### config.mk
export PLATFORM = sky130hd
export DESIGN_NAME = lock_sequencer
export DESIGN_NICKNAME = d
export VERILOG_FILES = /design/src/rtl/lock_sequencer.sv
export SDC_FILE = /design/constraint.sdc
export NUM_CORES = 1
export LEC_CHECK = 0
export ABC_AREA = 1
export CAP_MARGIN = 20
export CORE_ASPECT_RATIO = 2
export CORE_MARGIN = 8
export CORE_UTILIZATION = 37
export DETAILED_ROUTE_END_ITERATION = 10
export MAX_ROUTING_LAYER = met4
export PLACE_DENSITY = 0.65
export SKIP_LAST_GASP = 1
export SYNTH_ARGS = -nofsm -noshare
export SYNTH_HDL_FRONTEND = slang
export SYNTH_SLANG_ARGS = --single-unit
### constraint.sdc
create_clock -name clk -period 3.19 [get_ports clk]
set_input_delay 0.957 -clock clk [delete_from_list [all_inputs] [get_ports clk]]
set_output_delay 0.957 -clock clk [all_outputs]
set_load 0.01 [all_outputs]
### src/rtl/lock_sequencer.sv
// lock_sequencer: sequencing controller for the electronic combination lock.
//   Collects a CODE_LEN-bit code from debounced single-cycle pulses and
//   compares it with a programmable stored code. It opens the lock for
//   OPEN_CYCLES cycles, or enters a lockout of LOCK_CYCLES cycles after
//   MAX_FAIL consecutive wrong codes. The code can be reprogrammed while open.
// Ports:
//   clk        rising-edge system clock
//   reset      asynchronous active-low reset
//   b0, b1     pulse: enter bit 0 / bit 1 (both together = no event)
//   clr        pulse: abort current entry / relock
//   prog       pulse: request code change (only honoured while open)
//   unlock     1 = lock open
//   alarm      1 = lockout active
//   entry_cnt  bits entered so far in ENTRY/PROG, else 0
//   fail_cnt   consecutive failed attempts (saturates at MAX_FAIL)
//   state      IDLE=0, ENTRY=1, OPEN=2, PROG=3, LOCKOUT=4
module lock_sequencer #(
  parameter int                  CODE_LEN    = 4,
  parameter logic [CODE_LEN-1:0] CODE_INIT   = 4'b1011,
  parameter int                  MAX_FAIL    = 3,
  parameter int                  OPEN_CYCLES = 50000000,
  parameter int                  LOCK_CYCLES = 250000000
) (
  input  logic       clk,
  input  logic       reset,
  input  logic       b0,
  input  logic       b1,
  input  logic       clr,
  input  logic       prog,
  output logic       unlock,
  output logic       alarm,
  output logic [2:0] entry_cnt,
  output logic [1:0] fail_cnt,
  output logic [2:0] state
);

  localparam logic [2:0] S_IDLE    = 3'd0;
  localparam logic [2:0] S_ENTRY   = 3'd1;
  localparam logic [2:0] S_OPEN    = 3'd2;
  localparam logic [2:0] S_PROG    = 3'd3;
  localparam logic [2:0] S_LOCKOUT = 3'd4;

  localparam int TMAX = (OPEN_CYCLES > LOCK_CYCLES) ? OPEN_CYCLES : LOCK_CYCLES;
  localparam int TW   = (TMAX > 1) ? $clog2(TMAX) : 1;

  logic [2:0]          state_q, state_d;
  logic                unlock_q, unlock_d;
  logic                alarm_q, alarm_d;
  logic [2:0]          entry_cnt_q, entry_cnt_d;
  logic [1:0]          fail_cnt_q, fail_cnt_d;
  logic [CODE_LEN-1:0] shreg_q, shreg_d;
  logic [CODE_LEN-1:0] code_q, code_d;
  logic [TW-1:0]       timer_q, timer_d;

  logic                bit_evt;
  logic                last_bit;
  logic [CODE_LEN:0]   shift_full;
  logic [CODE_LEN-1:0] shifted;
  logic [2:0]          fail_inc;
  logic                unused_msb;

  // A clr or prog pulse in the same cycle pre-empts a bit event.
  assign bit_evt    = (b0 ^ b1) && !clr && !prog;
  // On a valid bit event b1 is exactly the entered bit value.
  assign shift_full = {shreg_q, b1};
  assign shifted    = shift_full[CODE_LEN-1:0];
  assign unused_msb = shift_full[CODE_LEN];
  assign last_bit   = (entry_cnt_q == 3'(CODE_LEN - 1));
  assign fail_inc   = {1'b0, fail_cnt_q} + 3'd1;

  always_comb begin
    state_d     = state_q;
    unlock_d    = unlock_q;
    alarm_d     = alarm_q;
    entry_cnt_d = entry_cnt_q;
    fail_cnt_d  = fail_cnt_q;
    shreg_d     = shreg_q;
    code_d      = code_q;
    timer_d     = timer_q;

    case (state_q)
      // IDLE and ENTRY share the collect/compare path; entry_cnt is 0 in IDLE,
      // so a one-bit code compares on the very first pulse.
      S_IDLE, S_ENTRY: begin
        if (state_q == S_ENTRY && clr) begin
          state_d     = S_IDLE;
          entry_cnt_d = 3'd0;
          shreg_d     = '0;
        end else if (bit_evt) begin
          if (last_bit) begin
            entry_cnt_d = 3'd0;
            shreg_d     = '0;
            if (shifted == code_q) begin
              state_d    = S_OPEN;
              unlock_d   = 1'b1;
              fail_cnt_d = 2'd0;
              timer_d    = TW'(OPEN_CYCLES - 1);
            end else if (fail_inc >= 3'(MAX_FAIL)) begin
              state_d    = S_LOCKOUT;
              alarm_d    = 1'b1;
              fail_cnt_d = 2'(MAX_FAIL);
              timer_d    = TW'(LOCK_CYCLES - 1);
            end else begin
              state_d    = S_IDLE;
              fail_cnt_d = fail_inc[1:0];
            end
          end else begin
            state_d     = S_ENTRY;
            shreg_d     = shifted;
            entry_cnt_d = entry_cnt_q + 3'd1;
          end
        end
      end

      S_OPEN: begin
        if (clr) begin
          state_d  = S_IDLE;
          unlock_d = 1'b0;
        end else if (prog) begin
          // Timer holds its value for the whole programming session.
          state_d     = S_PROG;
          entry_cnt_d = 3'd0;
          shreg_d     = '0;
        end else if (timer_q == '0) begin
          state_d  = S_IDLE;
          unlock_d = 1'b0;
        end else begin
          timer_d = timer_q - TW'(1);
        end
      end

      S_PROG: begin
        if (clr) begin
          state_d     = S_IDLE;
          unlock_d    = 1'b0;
          entry_cnt_d = 3'd0;
          shreg_d     = '0;
        end else if (bit_evt) begin
          if (last_bit) begin
            code_d      = shifted;
            state_d     = S_IDLE;
            unlock_d    = 1'b0;
            entry_cnt_d = 3'd0;
            shreg_d     = '0;
          end else begin
            shreg_d     = shifted;
            entry_cnt_d = entry_cnt_q + 3'd1;
          end
        end
      end

      S_LOCKOUT: begin
        // Every input, clr included, is ignored until the timer expires.
        if (timer_q == '0) begin
          state_d    = S_IDLE;
          alarm_d    = 1'b0;
          fail_cnt_d = 2'd0;
        end else begin
          timer_d = timer_q - TW'(1);
        end
      end

      default: begin
        state_d     = S_IDLE;
        unlock_d    = 1'b0;
        alarm_d     = 1'b0;
        entry_cnt_d = 3'd0;
        shreg_d     = '0;
      end
    endcase
  end

  always_ff @(posedge clk or negedge reset) begin
    if (!reset) begin
      state_q     <= S_IDLE;
      unlock_q    <= 1'b0;
      alarm_q     <= 1'b0;
      entry_cnt_q <= 3'd0;
      fail_cnt_q  <= 2'd0;
      shreg_q     <= '0;
      code_q      <= CODE_INIT;
      timer_q     <= '0;
    end else begin
      state_q     <= state_d;
      unlock_q    <= unlock_d;
      alarm_q     <= alarm_d;
      entry_cnt_q <= entry_cnt_d;
      fail_cnt_q  <= fail_cnt_d;
      shreg_q     <= shreg_d;
      code_q      <= code_d;
      timer_q     <= timer_d;
    end
  end

  assign unlock    = unlock_q;
  assign alarm     = alarm_q;
  assign entry_cnt = entry_cnt_q;
  assign fail_cnt  = fail_cnt_q;
  assign state     = state_q;

endmodule
# Yosys cells after proc, flatten, opt, wreduce, memory -nomap -nowiden

Cells that the tools add are included.

Latch bits: 0
Register bits after elaboration: 46
Word-level logic and storage cells: 115
Bits in read-only memories: 0
Bits in writable memories: 0
Memories kept: 0

Add/subtract/negate cells: 3
Magnitude comparators: 1
Multipliers: 0
Muxes and demuxes: 59
Shift-type cells: 0
Bitwise operators: 4
Eq/ne operators: 22
Div/mod/pow operators: 0
Reduce and logical (&&, ||, !) cells: 18

Operators with widths:

| cell                    | number |
|---|---|
| $mux W28                | 8 |
| $pmux W28 S3            | 1 |
| $mux W3                 | 17 |
| $logic_not A28 Y1       | 1 |
| $sub A28 B1 Y28 const B | 1 |
| $mux W4                 | 6 |
| $pmux W3 S4             | 2 |
| $ne A2 B2 Y1 const B    | 10 |
| $ne A3 B3 Y1 const B    | 6 |
| $pmux W4 S4             | 1 |
| $mux W1                 | 15 |
| $reduce_and A7 Y1       | 2 |
| $mux W2                 | 6 |
| $eq A3 B2 Y1 const B    | 3 |
| $reduce_and A9 Y1       | 1 |
| $reduce_and A3 Y1       | 2 |
| $reduce_and A5 Y1       | 1 |
| $eq A4 B4 Y1            | 1 |
| $pmux W1 S4             | 1 |
| $pmux W2 S2             | 1 |
| $reduce_and A4 Y1       | 1 |
| $reduce_or A2 Y1        | 2 |
| $add A2 B1 Y3 const B   | 1 |
| $add A3 B1 Y3 const B   | 1 |
| other kinds (11)        | 16 |

# Longest topological paths before layout

Depth after elaboration: 8
Gate-level depth with buffers: 11
Depth with buffers taken out: 10

# Worst setup path before layout

Ideal clock, no wire load.

Path kind: in2reg
Start: in clr
End: reg timer_q[14]
Cell stages on the path: 7
Setup time: 120 ps
Path buffers: 1
Arrival time: 1,992 ps
Data required time: 3,070 ps
Path slack: 1,078 ps
Cells stage by stage: nor2_2 nand3_1 o21ai_1 nand3_4 buf_2 o21ai_0 nand2_1

Cells in the longest elaborated chain, start to end: 5

Ends and longest elaborated chain:

| element                          | line | source |
|---|---|---|
| start: declaration               | 28   | `input logic clr,` |
| $logic_not A1 Y1                 | 63   | `assign bit_evt = (b0 ^ b1) && !clr && !prog;` |
| $logic_and A1 B1 Y1 (2 in a row) | 63   |  |
| $ne A2 B2 Y1 (no line)           | --   |  |
| $reduce_and A7 Y1 (no line) *    | --   |  |
| end signal: assignment           | 191  | `timer_q <= timer_d;` |
| end: declaration                 | 53   | `logic [TW-1:0] timer_q, timer_d;` |

Mark *: on every way between the ends. The rest lies on a longest branch, timed or not.
A chain may end at the register's enable or synchronous reset.

# Worst setup path after layout

Start: in clr
End: reg timer_q[11]

The elaborated chain is that of the path after synthesis.

==> run_results.csv <==
group,metric,value,unit
min_path,hold_start,"unlock",
timing,tns,0,ns
run_status,status,"complete, no violations",
global_route,grt_max_degree,26,
routing,via_count,3021,
global_route,antenna_found_initial,0,
pwr,p_seq_share,33.6,%
clock_tree,h-tree-depth,2,
setup_path,cp_max_fo,15,
final_layout,drive_above_1_share,10.0,%
setup_path,cp_cell_sequence,"clkdlybuf4s50_1 > nor2_2 > nand3_1 > o21ai_1 > nand3_4 > nor2_8 > buf_12 > nand2_1 > o21ai_1",
routing,first_iter_violations,193,
floorplan,start_util,37.9,%
pwr,cellPowerDensity,830,nW/um^2
final_layout,nets,495,
global_route,grt_pass1_vias,3083,
logic_synthesis,synth_area_leaders,"dfrtp_1, nand2_1, nor2_1",
routing,dr.pass1.iters,4,
setup_path,worstPathRequired,3.41,ns
logic_synthesis,synthesis.nets,474,
timing,worstMarginPinSlew,0.558,ns
final_layout,diodes,0,
logic_synthesis,postSynthCellCount,466,
floorplan,die_area,11700,um^2
clock_tree,clk_path_buf_depth,2,
flow_run,drv_cap,0,
logic_synthesis,yosysWarnings,0,
floorplan,die_h,145,um
min_path,hold_path.class,"flop to flop",
pwr,pwr-share-comb,45.4,%
routing,ant_nets,0,
clock_tree,cts_made_buffers,5,
global_route,grt_pass1_wl,13900,um
clock_tree,cts_sinks,45,
floorplan,num_rows,47,
logic_synthesis,synth_seq_cells,45,
min_path,hold_path_depth,2,
timing,period_needed,2.58,ns
logic_synthesis,yosysSeqAreaShare,36.5,%
place,dp.final_hpwl,6360,um
routing,viasPerCell,5.16,
pwr,p_sw,0.00128,W
place,io_buffers,15,
min_path,holdPathEnd,"unlock",
logic_synthesis,yosys.area.top_type_share,34.0,%
place,globalplace.congestion,0.958,
timing,min_period_over_period,80.8,%
setup_path,arrival,2.80,ns
logic_synthesis,netlist_area,3090,um^2
setup_path,endpoint_kind,"flop",
timing,fmax,388,MHz
setup_path,timing.rr.end,"timer_q[5]",
final_layout,nFillCells,862,
timing,setup_viol,0,
clock_tree,cts_tree,"done",
setup_path,rr_worst_depth,10,
final_layout,post-route-util,43.3,%
floorplan,coreArea,8170,um^2
logic_synthesis,synth.distinct_cells,33,
clock_tree,post-cts-setup-buffers,0,
timing,final_hold_viol_count,0,
place,placed_cells,578,
clock_tree,cts_hold_buf,0,
pwr,swShare,43.5,%
final_layout,fin_cells,586,
pwr,p_leak,1.60,nW
clock_tree,clk_latency,0.29,ns
routing,totalWireLength,8310,um
logic_synthesis,yosysTopAreaCell,"dfrtp_1",
timing,relSlewSlack,62.5,%
setup_path,cp-start-kind,"input port",
final_layout,layout_common_cells,"nand2_1, nor2_1, inv_1",
floorplan,die-width,80.7,um
timing,grt_setup_unrepaired,"false",
pwr,ir_drop,0.320,mV
clock_tree,clk_pin_slew_worst_paths,0.07,ns
routing,remaining_drc_errors,0,
final_layout,areaGrowthSynthToFinish,14.5,%
pwr,pwr-share-clk,21.0,%
setup_path,cp_slowest_cell,"clkdlybuf4s50_1",
global_route,grt_usage,15.1,%
setup_path,cp_slowest_stage_delay,0.49,ns
clock_tree,clockRootBuffer,"clkbuf_16",
routing,wl_per_cell,14.2,um
timing,slew_violations,0,
clock_tree,post_cts_resized,0,
setup_path,r2r_start,"timer_q[0]",
logic_synthesis,avgSynthCellArea,6.64,um^2
floorplan,ios,16,
setup_path,path_class,"input port to flop",
setup_path,r2r_slack,1.04,ns
pwr,power.internal,0.00166,W
setup_path,cpMostUsedCell,"o21ai_1",
global_route,grt-ovfl-total,0,
timing,skew,0.00533,ns
final_layout,final_common_cell,"nand2_1",
layout make-up:
class / count / area, um^2 / area share [%]
flip-flops and latches: 45 / 1130 / 31.9
well taps: 98 / 123 / 3.46
clock inverters: 1 / 30.0 / 0.847
repair buffers: 23 / 230 / 6.50
multi-input cells: 364 / 1710 / 48.2
clock buffers: 7 / 143 / 4.03
inverters: 48 / 180 / 5.08
cells in the mapped netlist:
cell type	instances
nand2_2	6
a211oi_1	1
nor2_4	3
o21ai_1	11
nand3_1	37
nand4_1	8
or2_1	1
or2_2	1
o211ai_1	1
a21oi_1	5
buf_6	5
xnor2_1	1
ha_1	2
xor2_1	5
clkbuf_1	1
inv_2	4
o21ai_2	8
buf_4	1
buf_2	1
dfstp_2	3
nand3_4	1
nand3b_1	2
nor3_4	1
o21bai_1	1
buf_1	1
inv_1	44
dfrtp_1	42
nor2_1	72
nor3_1	8
o21ai_0	33
nor2_8	1
nor2_2	5
nand2_1	150
cells by family after synthesis:
family	after synthesis	share of synthesized area (%)
and+or+nand+nor	296	41.8
AOI/OAI and AO/OA	60	10.9
buffers and inverters	57	8.29
DFF	45	36.5
xor gates and xnor gates	6	1.70
adders and majority gates	2	0.809
per-layer routing:
| layer | track usage [%] | part of all wire, % | vias up |
|---|---|---|---|
| met5 | - | 0 | - |
| met4 | 6.94 | 3.1 | 0 |
| met3 | 2.54 | 3.0 | 24 |
| met2 | 27.4 | 56 | 72 |
| met1 | 14.6 | 38 | 1398 |
| li1 | - | - | 1527 |
critical path: cells and delay by family:
kind / cells / cell delay, ns
compound gates: 2 / 0.35
buf+inv: 2 / 0.67
simple gates: 5 / 0.81
power by group through the flow:
stage	Clock [W]	Sequential (W)	Combinational [W]
finish	0.000618	0.000990	0.00133
global route	0.000641	0.00102	0.00151
CTS	0.000627	0.000986	0.00134
detailed placement	0	0.000992	0.00133
global placement	0	0.000989	0.00130
floorplan	0	0.000946	0.000968
flip-flops by register name, indices dropped and copies added, names as in the netlist:
signal and cells:
fail_cnt 2, unlock 1, shreg_q 3, timer_q 28, entry_cnt 3, state 3, alarm 1, code_q 4
worst max-delay path by stage:
stage               startpoint           to  cells past startpoint
floorplan                  clr  timer_q[14]                      7
global placement            b1   timer_q[5]                      9
detailed placement         clr  timer_q[11]                      9
CTS                        clr  timer_q[11]                      9
global route               clr  timer_q[12]                      9
finish                     clr  timer_q[11]                      9
through the flow:
step                      total power (W)  setup WS, ns  hold slack (ns)  instance area [um^2]
after floorplan                   0.00191          1.08            0.475                  3090
after global placement            0.00229         0.382            0.467                  3370
after detailed placement          0.00232         0.301            0.464                  3370
after CTS                         0.00295         0.608            0.482                  3540
after global routing              0.00317         0.416            0.501                  3540
final                             0.00294         0.611            0.482                  3540
No activity file was read; power rests on OpenSTA's default activity.
